File: src/rtl/mem_arbiter.sv
// Two-port (instruction fetch / data load-store) arbiter onto one word-wide memory port.
// Round-robin on contention, registered memory request, watchdog abort on a missing mack.
module mem_arbiter #(
  parameter int AW      = 30,
  parameter int TIMEOUT = 255
) (
  input  logic          clk,
  input  logic          reset,
  input  logic          ireq,
  input  logic [AW-1:0] iadr,
  output logic [31:0]   irdata,
  output logic          iack,
  input  logic          dreq,
  input  logic          dwe,
  input  logic [AW-1:0] dadr,
  input  logic [31:0]   dwdata,
  input  logic [3:0]    dbyteen,
  output logic [31:0]   drdata,
  output logic          dack,
  output logic          buserr,
  output logic          mreq,
  output logic          mwe,
  output logic [AW-1:0] madr,
  output logic [31:0]   mwdata,
  output logic [3:0]    mbyteen,
  input  logic [31:0]   mrdata,
  input  logic          mack
);

  // The watchdog only has to count up to TIMEOUT-1; reaching that value with no mack aborts.
  localparam int WW = (TIMEOUT < 2) ? 1 : $clog2(TIMEOUT);
  localparam logic [WW-1:0] WD_LAST = WW'(TIMEOUT - 1);

  typedef enum logic [1:0] {IDLE = 2'd0, BUSY = 2'd1, RESP = 2'd2} state_t;

  state_t        state, state_nxt;
  logic          gnt_data, gnt_data_nxt;
  logic          last_data, last_data_nxt;
  logic [WW-1:0] wd, wd_nxt;
  logic          pick_data;
  logic          expire;

  logic          mreq_nxt, mwe_nxt, iack_nxt, dack_nxt, buserr_nxt;
  logic [AW-1:0] madr_nxt;
  logic [31:0]   mwdata_nxt, irdata_nxt, drdata_nxt;
  logic [3:0]    mbyteen_nxt;

  // Data wins when it is the only requester or when instruction had the last grant.
  assign pick_data = dreq && (!ireq || !last_data);
  assign expire    = (wd == WD_LAST) && !mack;

  // State and every output are registered; reset parks the arbiter with instruction as last grant.
  always_ff @(posedge clk or posedge reset) begin
    if (reset) begin
      state     <= IDLE;
      gnt_data  <= 1'b0;
      last_data <= 1'b0;
      wd        <= '0;
      mreq      <= 1'b0;
      mwe       <= 1'b0;
      madr      <= '0;
      mwdata    <= 32'h0;
      mbyteen   <= 4'b0000;
      irdata    <= 32'h0;
      drdata    <= 32'h0;
      iack      <= 1'b0;
      dack      <= 1'b0;
      buserr    <= 1'b0;
    end else begin
      state     <= state_nxt;
      gnt_data  <= gnt_data_nxt;
      last_data <= last_data_nxt;
      wd        <= wd_nxt;
      mreq      <= mreq_nxt;
      mwe       <= mwe_nxt;
      madr      <= madr_nxt;
      mwdata    <= mwdata_nxt;
      mbyteen   <= mbyteen_nxt;
      irdata    <= irdata_nxt;
      drdata    <= drdata_nxt;
      iack      <= iack_nxt;
      dack      <= dack_nxt;
      buserr    <= buserr_nxt;
    end
  end

  // Next-state selection.
  always_comb begin
    state_nxt = state;
    case (state)
      IDLE: begin
        if (ireq || dreq) state_nxt = BUSY;
        else              state_nxt = IDLE;
      end
      BUSY: begin
        if (mack || expire) state_nxt = RESP;
        else                state_nxt = BUSY;
      end
      RESP:    state_nxt = IDLE;
      default: state_nxt = IDLE;
    endcase
  end

  // Next values of the registered outputs and bookkeeping; acks and buserr live only in RESP.
  always_comb begin
    gnt_data_nxt  = gnt_data;
    last_data_nxt = last_data;
    wd_nxt        = wd;
    mreq_nxt      = mreq;
    mwe_nxt       = mwe;
    madr_nxt      = madr;
    mwdata_nxt    = mwdata;
    mbyteen_nxt   = mbyteen;
    irdata_nxt    = irdata;
    drdata_nxt    = drdata;
    iack_nxt      = 1'b0;
    dack_nxt      = 1'b0;
    buserr_nxt    = 1'b0;
    case (state)
      IDLE: begin
        if (ireq || dreq) begin
          mreq_nxt      = 1'b1;
          gnt_data_nxt  = pick_data;
          last_data_nxt = pick_data;
          wd_nxt        = '0;
          if (pick_data) begin
            mwe_nxt     = dwe;
            madr_nxt    = dadr;
            mwdata_nxt  = dwdata;
            mbyteen_nxt = dbyteen;
          end else begin
            mwe_nxt     = 1'b0;
            madr_nxt    = iadr;
            mwdata_nxt  = 32'h0;
            mbyteen_nxt = 4'b0000;
          end
        end else begin
          mreq_nxt = 1'b0;
        end
      end
      BUSY: begin
        if (mack) begin
          mreq_nxt = 1'b0;
          if (gnt_data) drdata_nxt = mrdata;
          else          irdata_nxt = mrdata;
          dack_nxt = gnt_data;
          iack_nxt = !gnt_data;
        end else if (expire) begin
          mreq_nxt   = 1'b0;
          buserr_nxt = 1'b1;
          if (gnt_data) drdata_nxt = 32'h0;
          else          irdata_nxt = 32'h0;
          dack_nxt = gnt_data;
          iack_nxt = !gnt_data;
        end else begin
          wd_nxt = wd + WW'(1);
        end
      end
      RESP: begin
        wd_nxt = '0;
      end
      default: begin
        wd_nxt = '0;
      end
    endcase
  end

endmodule

File: config.mk
export PLATFORM = sky130hd
export DESIGN_NAME = mem_arbiter
export DESIGN_NICKNAME = d
export VERILOG_FILES = /design/src/rtl/mem_arbiter.sv
export SDC_FILE = /design/constraint.sdc
export NUM_CORES = 1
export LEC_CHECK = 0
export BUFFER_PORTS_ARGS = -buffer_cell sky130_fd_sc_hd__buf_2
export CORE_MARGIN = 3
export CORE_UTILIZATION = 40
export DETAILED_ROUTE_END_ITERATION = 10
export PLACE_DENSITY = 0.77
export SYNTH_ARGS = -nofsm -noshare
export SYNTH_HDL_FRONTEND = slang
export SYNTH_SLANG_ARGS = --single-unit
File: constraint.sdc
create_clock -name clk -period 4.4 [get_ports clk]
set_input_delay 0.44 -clock clk [delete_from_list [all_inputs] [get_ports clk]]
set_output_delay 0.44 -clock clk [all_outputs]
set_load 0.05 [all_outputs]
## After elaboration in Yosys (flattened, before gate mapping)

Index checks and enable logic that the tools add are counted.

| operators by class | value |
|---|---|
| bitwise operators | 1 |
| eq/ne operators | 6 |
| add/sub/neg operators | 1 |
| multiplexer cells | 32 |
| reductions and logical operators | 16 |

Operators with widths:

| kind | number |
|---|---|
| two-way mux 32 bit | 9 |
| two-way mux 30 bit | 1 |
| two-way mux 8 bit | 3 |
| one-hot mux 8 bit (2 select lines) | 1 |
| two-way mux 1 bit | 14 |
| AND reduction 3 bit | 3 |
| adder 8 x 1 -> 8 bit (second input constant) | 1 |
| equality test 8 bit (second input constant) | 1 |
| inequality test 2 bit (second input constant) | 3 |
| two-way mux 4 bit | 1 |
| one-hot mux 2 bit (2 select lines) | 1 |
| AND reduction 2 bit | 2 |
| nonzero test 2 bit | 2 |
| zero test 1 bit | 3 |
| logical OR 1 bit | 3 |
| inequality test 3 bit (second input constant) | 1 |
| equality test 2 x 1 -> 1 bit (second input constant) | 1 |
| logical AND 1 bit | 2 |
| zero test 2 bit | 1 |
| two-way mux 2 bit | 1 |
| one-hot mux 1 bit (2 select lines) | 1 |
| NOT 1 bit | 1 |

| word-level totals | value |
|---|---|
| input bits | 134 |
| flip-flop bits (word level) | 146 |
| output and inout bits | 135 |
| logic and storage cells | 69 |

## Depth between registers and ports, before layout

Gate-level depths: netlist of the first run.

| logic depth | value |
|---|---|
| depth after elaboration | 5 |
| depth in mapped cells | 8 |
| gate-level depth less buffers | 6 |

## Least setup slack after synthesis of the first run

No wires, ideal clock.

| timing | value |
|---|---|
| path type | reg2reg |
| start | register wd[0] |
| end | register irdata[0] |
| setup slack | 2809 ps |
| data required time | 4278 ps |
| library setup time | 122 ps |
| stages on the path, launching flop included | 8 |
| clock period less this slack | 1591 ps |
| path buffers | 1 |
| arrival | 1469 ps |
| cells stage by stage | dfrtp_1 inv_1 ha_1 and3_1 a21o_1 nand3_2 buf_2 a32o_1 |

| between the ends | value |
|---|---|
| longest elaborated chain between the ends | 4 |

RTL lines:

| what | RTL line | RTL |
|---|---|---|
| start: declaration | 39 | `logic [WW-1:0] wd, wd_nxt;` |
| start signal: assignment | 73 | `wd <= wd_nxt;` |
| equality test 8 bit | 50 | `assign expire = (wd == WD_LAST) && !mack;` |
| logical AND 1 bit | 50 |  |
| nonzero test 2 bit (no line) | n/a |  |
| AND reduction 3 bit (no line) | n/a |  |
| end signal: assignment | 79 | `irdata <= irdata_nxt;` |
| end: declaration | 11 | `output logic [31:0] irdata,` |

No other way between the ends.
A chain may end at the register's enable or synchronous reset.

## Worst setup path in the final report of the first run

| timing | value |
|---|---|
| start | register state[0] |
| end | register irdata[28] |

| between the ends | value |
|---|---|
| longest elaborated chain between the ends | 2 |

RTL lines:

| what | RTL line | RTL |
|---|---|---|
| start: declaration | 36 | `state_t state, state_nxt;` |
| start signal: assignment | 70 | `state <= state_nxt;` |
| equality test 2 x 1 -> 1 bit | 119 | `case (state)` |
| AND reduction 3 bit (no line) | n/a |  |

No other way between the ends.

==> impl_metrics.csv, run 1 <==
group,metric,value,unit
final_layout,area_growth,34.45,%
global_route,maximum_number_of_pins_on_one_net_before_global_route_repair,119,
power,leakagePower,0.004062,uW
timing,fin_hold_ws,0.2512,ns
global_route,antenna_found_initial,0,
cts,cts.clk_slew.worst_paths,0.06,ns
drt,antenna_violating_nets_post_route,0,
setup_path,crit_fanout,59,
yosys,yosys_warnings,0,
cts,cts_made_buffers,17,
timing,timing.max_slew.rel_slack,23.97,%
timing,clock_skew,0.008623,ns
timing,max_fclk,0.4090,GHz
yosys,avgSynthCellArea,13.07,um^2
placement,buffer_ports.inserted,268,
setup_path,cp_data_arrival_time,2.77,ns
drt,detail_route.iter0.violations,293,
yosys,synth_xor_xnor_area_share,0,%
yosys,synth-seq-cells,146,
setup_path,worst-path-buf-inv,0,
power,power_density,984.2,nW/um^2
yosys,async_flop_share,100.0,%
floorplanning,std_cell_rows,43,
final_layout,final_cell_count_no_fill,890,
yosys,largest_family_of_logic_cells_by_synthesized_area,"compound AO/OA/AOI/OAI gates",
global_route,grt_pass1_vias,4834,
timing,final-max-slew-violation-count,0,
floorplanning,die_area,16060,um^2
yosys,yosys.area_share.adder,0.4293,%
cts,worst_skew_pair.late_latency,0.41,ns
drt,post-route-drc-count,0,
floorplanning,i_o_pin_count,269,
yosys,ys.flop_type,"sky130_fd_sc_hd__dfrtp_1",
global_route,grtUsageTotal,19.51,%
setup_path,timing.critical_path.slowest_cell_delay,0.97,ns
final_layout,layout.nets,834,
yosys,post-synth-top-area-fraction,62.67,%
placement,place_inst,859,
cts,clock_path_buffers,2,
global_route,grt_overflow_total,0,
cts,root_buffer,"sky130_fd_sc_hd__clkbuf_16",
placement,finalWeightedCongestion,0.8591,
drt,num_vias,4808,
floorplanning,initial_util,41.51,%
setup_path,critical_path_cell_by_cell,"nor2b_1, and2_2, nand2_1, o2bb2ai_1",
cts,clock-sinks,146,
placement,sum_of_net_half_perimeters_after_detailed_placement,10940,um
setup_path,critPathTopFamily,"simple AND/OR/NAND/NOR gates",
yosys,synth_compound_gate_area_share,22.34,%
drt,routed_via_density,5.402,
yosys,synth.area.top_cells,"sky130_fd_sc_hd__dfrtp_1 63%, sky130_fd_sc_hd__a32o_1 9.3%, sky130_fd_sc_hd__a22o_1 5.6%",
final_layout,multi_input_comb_area,1953,um^2
timing,timing.final.crit_share,55.57,%
yosys,synth_edf_count,0,
drt,drt_pass1_iterations,5,
final_layout,diodes,0,
cts,hold_buf_count_cts,0,
drt,drt_wl_total,15650,um
setup_path,timing.critical_path.from_type,"flip-flop",
yosys,synth_simple_gate_area_share,5.087,%
timing,setup-tns-final,0,ns
placement,preCtsSetupSlack,2.018,ns
floorplanning,core_box_area,14040,um^2
yosys,share_of_synthesized_area_occupied_by_flip_flops_and_latches,62.67,%
floorplanning,die_w,126.7,um
setup_path,cp_slowest_cell,"sky130_fd_sc_hd__and2_2",
timing,tightest_slew,1.140,ns
final_layout,drive_above_1_share,45.21,%
timing,hold_violations,0,
worst_hold_path,worst_hold_class,"input pin to flip-flop",
yosys,synth.net_count,582,
power,max-vdd-ir-drop,0.5251,mV
cts,cts_htree_levels,4,
yosys,yosys.area.top_type,"sky130_fd_sc_hd__dfrtp_1",
floorplanning,die_h,126.7,um
cts,cts_repair_resize_count,0,
timing,period_minus_slack,2.445,ns
final_layout,layout.area.seq,3654,um^2
cts,tritoncts,"done",
yosys,netlist-cell-type-count,40,
yosys,syn_inst,446,
setup_path,crit_required,4.72,ns
timing,report.final.setup_viol,0,
timing,grt_setup_unrepaired,"false",
setup_path,critical_path.endpoint_type,"flip-flop",
timing,fin_ws,1.955,ns
final_layout,final.fill_count,1171,
global_route,global_route_wire_length_before_repair,25040,um
cts,cts_setup_buffers,0,
outcome,run_status,"complete, no violations",
drt,wl_per_cell,17.58,um
yosys,synth_area,5829,um^2
setup_path,critPathKind,"flip-flop to flip-flop",
yosys,multiplexer_share_of_the_synthesized_area,5.323,%
job,max-cap-violations,0,
==> metrics by stage <==
stage	power [uW]	util (%)	cell area, um^2
2_1_floorplan	5361	-	5829
6_report	7714	55.81	7838
3_3_place_gp	6236	51.65	7253
3_5_place_dp	6330	51.65	7253
4_1_cts	7779	55.81	7838
5_1_grt	8095	55.81	7838
==> path summary, 6_finish.rpt <==
kind	startpoint	endpoint	slack, ns	cells after the start
min in group asynchronous	reset	mwe	0.29	2
max in group asynchronous	reset	mbyteen[0]	3.13	3
worst max-delay path	state[0]	irdata[28]	1.95	4
worst min-delay path	dwe	mwe	0.25	2
worst max register to register	state[0]	irdata[28]	1.95	4
worst min register to register	madr[13]	madr[13]	0.48	2
==> flip-flops by register name (all words and copies together), names as in the netlist <==
name,flops
drdata,32
irdata,32
mwdata,32
madr,30
wd,8
mbyteen,4
state,2
buserr,1
dack,1
iack,1
last_data,1
mreq,1
mwe,1
==> layout by cell type, fill, tap and decap left out, types with 2 or more instances in the layout <==
cell                         Yosys  layout
sky130_fd_sc_hd__a21o_1          2       2
sky130_fd_sc_hd__a21oi_1         4       4
sky130_fd_sc_hd__a22o_1         37      37
sky130_fd_sc_hd__a31oi_1         5       5
sky130_fd_sc_hd__a32o_1         54      54
sky130_fd_sc_hd__a41oi_1         2       2
sky130_fd_sc_hd__and3_1          2       2
sky130_fd_sc_hd__buf_2          16     268
sky130_fd_sc_hd__buf_4           4       6
sky130_fd_sc_hd__bufinv_16       0       2
sky130_fd_sc_hd__clkbuf_16       0      17
sky130_fd_sc_hd__clkbuf_8        0       2
sky130_fd_sc_hd__clkinv_2        0       2
sky130_fd_sc_hd__clkinvlp_4      0       3
sky130_fd_sc_hd__dfrtp_1       146     146
sky130_fd_sc_hd__ha_1            2       2
sky130_fd_sc_hd__inv_1           8       7
sky130_fd_sc_hd__inv_6           0       4
sky130_fd_sc_hd__mux2i_1        31      31
sky130_fd_sc_hd__nand2_1        39      39
sky130_fd_sc_hd__nand2_2         3       3
sky130_fd_sc_hd__nand2b_1        2       2
sky130_fd_sc_hd__nand3_1         4       4
sky130_fd_sc_hd__nand3_2         2       2
sky130_fd_sc_hd__nor2_1          5       5
sky130_fd_sc_hd__o21ai_0        32      32
sky130_fd_sc_hd__o2bb2ai_1       4       4
sky130_fd_sc_hd__o2bb2ai_2       6       6
==> cell families after synthesis <==
group,after synthesis
compound gates,154
flops,146
buf+inv,49
mux,31
fa+ha+maj,2
simple gates,64
==> synth_stat cells (all sizes together) (2+ instances only) <==
library cell,number
and3,2
a21boi,2
dfrtp,146
nand2b,2
o21ai,32
buf,24
ha,2
inv,8
a21oi,4
a31oi,5
clkbuf,17
nand3,6
mux2i,31
a21o,2
nor2,5
o2bb2ai,10
a41oi,2
a32o,54
a22o,37
nand2,42
==> worst register-to-register path: cells and delay by family, from the launching register on <==
family,cells,cell delay [ns]
AOI/OAI and AO/OA,1,0.19
DFF,1,0.47
and+or+nand+nor,3,1.71
==> metal layers <==
metal	wire length, um	GRT usage [%]	vias to the layer above
li1	-	-	2198
met2	7849	32.38	242
met5	0	0	-
met1	6353	25.10	2355
met3	1305	5.221	13
met4	138	5.994	0
==> final cells by class <==
type | instances | share of cell area (%)
Clock buffer | 20 | 5.827
Timing Repair Buffer | 274 | 17.69
Sequential cell | 146 | 46.62
Clock inverter | 11 | 1.628
Inverter | 8 | 0.4470
Tap cell | 180 | 2.874
Multi-Input combinational cell | 251 | 24.92
==> where the power goes <==
part	switching (uW)	internal, uW	leakage [uW]
combinational	3000	968	0.00193
sequential	369	1950	0.00185
clock	557	866	0.000279
total	3930	3780	0.00406
(Power assumes the default switching activity.)
==> run 2, diff against run 1 <==
PLACE_DENSITY = 0.74   (was 0.77)
clock period = 2.26 ns   (was 4.4 ns; I/O delays follow)
==> run 2 against run 1 <==
Net effect: routed wire length down 0.89%; cell count rose by 1.0%; clock skew barely moved; non-clock buffer count up 8; global-route usage shrank 0.47 points; critical path depth is 1 lower; setup slack got worse by 1.5 ns; largest power group unchanged.
==> impl_metrics.csv, run 2 (same netlist as run 1, synthesis figures left out) <==
group,metric,value,unit
power,power.sequential.fraction,29.8,%
final_layout,largestRegisters,"drdata: 32 flops, irdata: 32 flops, mwdata: 32 flops",
setup_path,crit_fanout,100,
global_route,antenna_found_initial,0,
timing,hold_violations,0,
setup_path,timing.critical_path.from_type,"flip-flop",
job,max-cap-violations,0,
placement,sum_of_net_half_perimeters_after_detailed_placement,11090,um
cts,cts_made_buffers,17,
setup_path,crit_required,2.56,ns
final_layout,layout_commonest_cell,"sky130_fd_sc_hd__buf_2",
cts,cts.clk_slew.worst_paths,0.06,ns
power,switching_power,7637,uW
cts,worst_skew_pair.late_latency,0.41,ns
drt,detail_route.iter0.violations,307,
placement,buffer_ports.inserted,268,
power,combPwrFrac,51.9,%
cts,cts_htree_levels,4,
global_route,maximum_number_of_pins_on_one_net_before_global_route_repair,101,
outcome,run_status,"complete, no violations",
final_layout,area_growth,36.38,%
timing,timing.final.crit_share,80.63,%
timing,max_fclk,0.5488,GHz
final_layout,layout.nets,842,
drt,drt_pass1_iterations,5,
final_layout,final.fill_count,1145,
drt,routed_via_density,5.384,
timing,setup-tns-final,0,ns
drt,num_vias,4840,
floorplanning,i_o_pin_count,269,
final_layout,drive_above_1_share,45.90,%
timing,tightest_slew,0.8898,ns
power,switching_share,50.67,%
cts,cts_setup_buffers,0,
placement,finalWeightedCongestion,0.8415,
cts,clock-sinks,146,
setup_path,critical_path.endpoint_type,"flip-flop",
cts,root_buffer,"sky130_fd_sc_hd__clkbuf_16",
timing,final-max-slew-violation-count,0,
global_route,global_route_wire_length_before_repair,24430,um
power,power.internal,7434,uW
global_route,grt_overflow_total,0,
power,leakagePower,0.004130,uW
timing,period_minus_slack,1.822,ns
setup_path,timing.reg2reg.setup_slack,0.44,ns
timing,report.final.setup_viol,0,
drt,wl_per_cell,17.25,um
final_layout,layout.area.seq,3654,um^2
drt,drt_wl_total,15510,um
timing,clock_skew,0.008157,ns
cts,cts_repair_resize_count,0,
floorplanning,initial_util,41.51,%
worst_hold_path,worst_hold_class,"input pin to flip-flop",
final_layout,diodes,0,
floorplanning,core_box_area,14040,um^2
floorplanning,die_h,126.7,um
timing,grt_setup_unrepaired,"false",
power,pwr-share-clk,18.3,%
cts,clock_path_buffers,2,
setup_path,critPathKind,"flip-flop to flip-flop",
cts,tritoncts,"done",
floorplanning,die_area,16060,um^2
setup_path,timing.rr.start,"state[0]",
global_route,grt_pass1_vias,4889,
power,post-layout-total-power,15070,uW
power,max-vdd-ir-drop,1.022,mV
timing,timing.max_slew.rel_slack,40.68,%
setup_path,cp_data_arrival_time,2.12,ns
final_layout,multi_input_comb_area,1953,um^2
floorplanning,die_w,126.7,um
drt,antenna_violating_nets_post_route,0,
power,power_density,1896,nW/um^2
drt,post-route-drc-count,0,
global_route,grtUsageTotal,19.04,%
final_layout,layout_common_cells,"268 x sky130_fd_sc_hd__buf_2, 146 x sky130_fd_sc_hd__dfrtp_1, 54 x sky130_fd_sc_hd__a32o_1",
worst_hold_path,min-delay-start,"dwdata[23]",
setup_path,worstSetupStartpoint,"state[0]",
floorplanning,std_cell_rows,43,
==> run 2: changes by cell type in the layout (fill, tap and decap cells not counted) <==
cell and change:
sky130_fd_sc_hd__buf_12 +4, sky130_fd_sc_hd__buf_4 +3, sky130_fd_sc_hd__clkbuf_1 -1, sky130_fd_sc_hd__clkinv_2 +4, sky130_fd_sc_hd__clkinv_4 +1, sky130_fd_sc_hd__clkinvlp_4 -1, sky130_fd_sc_hd__dlygate4sd3_1 +1, sky130_fd_sc_hd__inv_6 -2
==> run 2: power by group through the flow <==
stage | logic [uW] | clock network (uW) | registers [uW]
2_1_floorplan | 2020 | 0 | 8420
3_3_place_gp | 7750 | 0 | 4480
3_5_place_dp | 7920 | 0 | 4510
4_1_cts | 7910 | 2810 | 4500
5_1_grt | 8210 | 2930 | 4650
6_report | 7830 | 2750 | 4490
==> run 2: per-layer routing <==
layer	track usage [%]	up-vias	part of all wire [%]
li1	-	2215	-
met1	23.12	2369	40
met2	32.60	238	50
met3	5.432	18	7.9
met4	6.498	0	1.3
met5	0	-	0
==> run 2: worst paths after layout <==
check,to,cells past startpoint
min reg2reg,madr[21],2
max,mwdata[12],3
max reg2reg,mwdata[12],3
min,mwdata[23],2
max in group asynchronous,madr[21],4
min in group asynchronous,mwdata[22],3
==> run 2: critical path, stage by stage, from the launching register on <==
cell and delay (ns):
sky130_fd_sc_hd__dfrtp_1 0.46, sky130_fd_sc_hd__or3_2 0.49, sky130_fd_sc_hd__buf_4 0.36, sky130_fd_sc_hd__a22o_1 0.32
==> run 2: area by class of cell <==
class                      count  area share (%)
sequential                   146           45.96
multi-input combinational    251           24.57
timing repair buffer         282           18.85
clock buffer                  19           5.697
tap                          180           2.833
clock inverter                13           1.668
inverter                       8          0.4249
==> run 2: repair_timing <==
action | CTS | global route
setup endpoints to repair | 0 | 0
hold endpoints to repair | 7 | 0
hold buffers | 1 | 0
==> run 2: per-stage QoR <==
step | instances | worst slack (ns) | util, % | hold WS (ns) | cell area, um^2
after floorplan | 446 | 0.2010 | - | 0.2978 | 5833
after global placement | 866 | 0.5286 | 52.37 | 0.1693 | 7355
after detailed placement | 866 | 0.4494 | 52.37 | 0.1736 | 7355
after CTS | 899 | 0.4475 | 56.62 | 0.01335 | 7950
after global routing | 899 | 0.3099 | 56.62 | 0.02243 | 7950
final | 899 | 0.4378 | 56.62 | 0.02999 | 7950
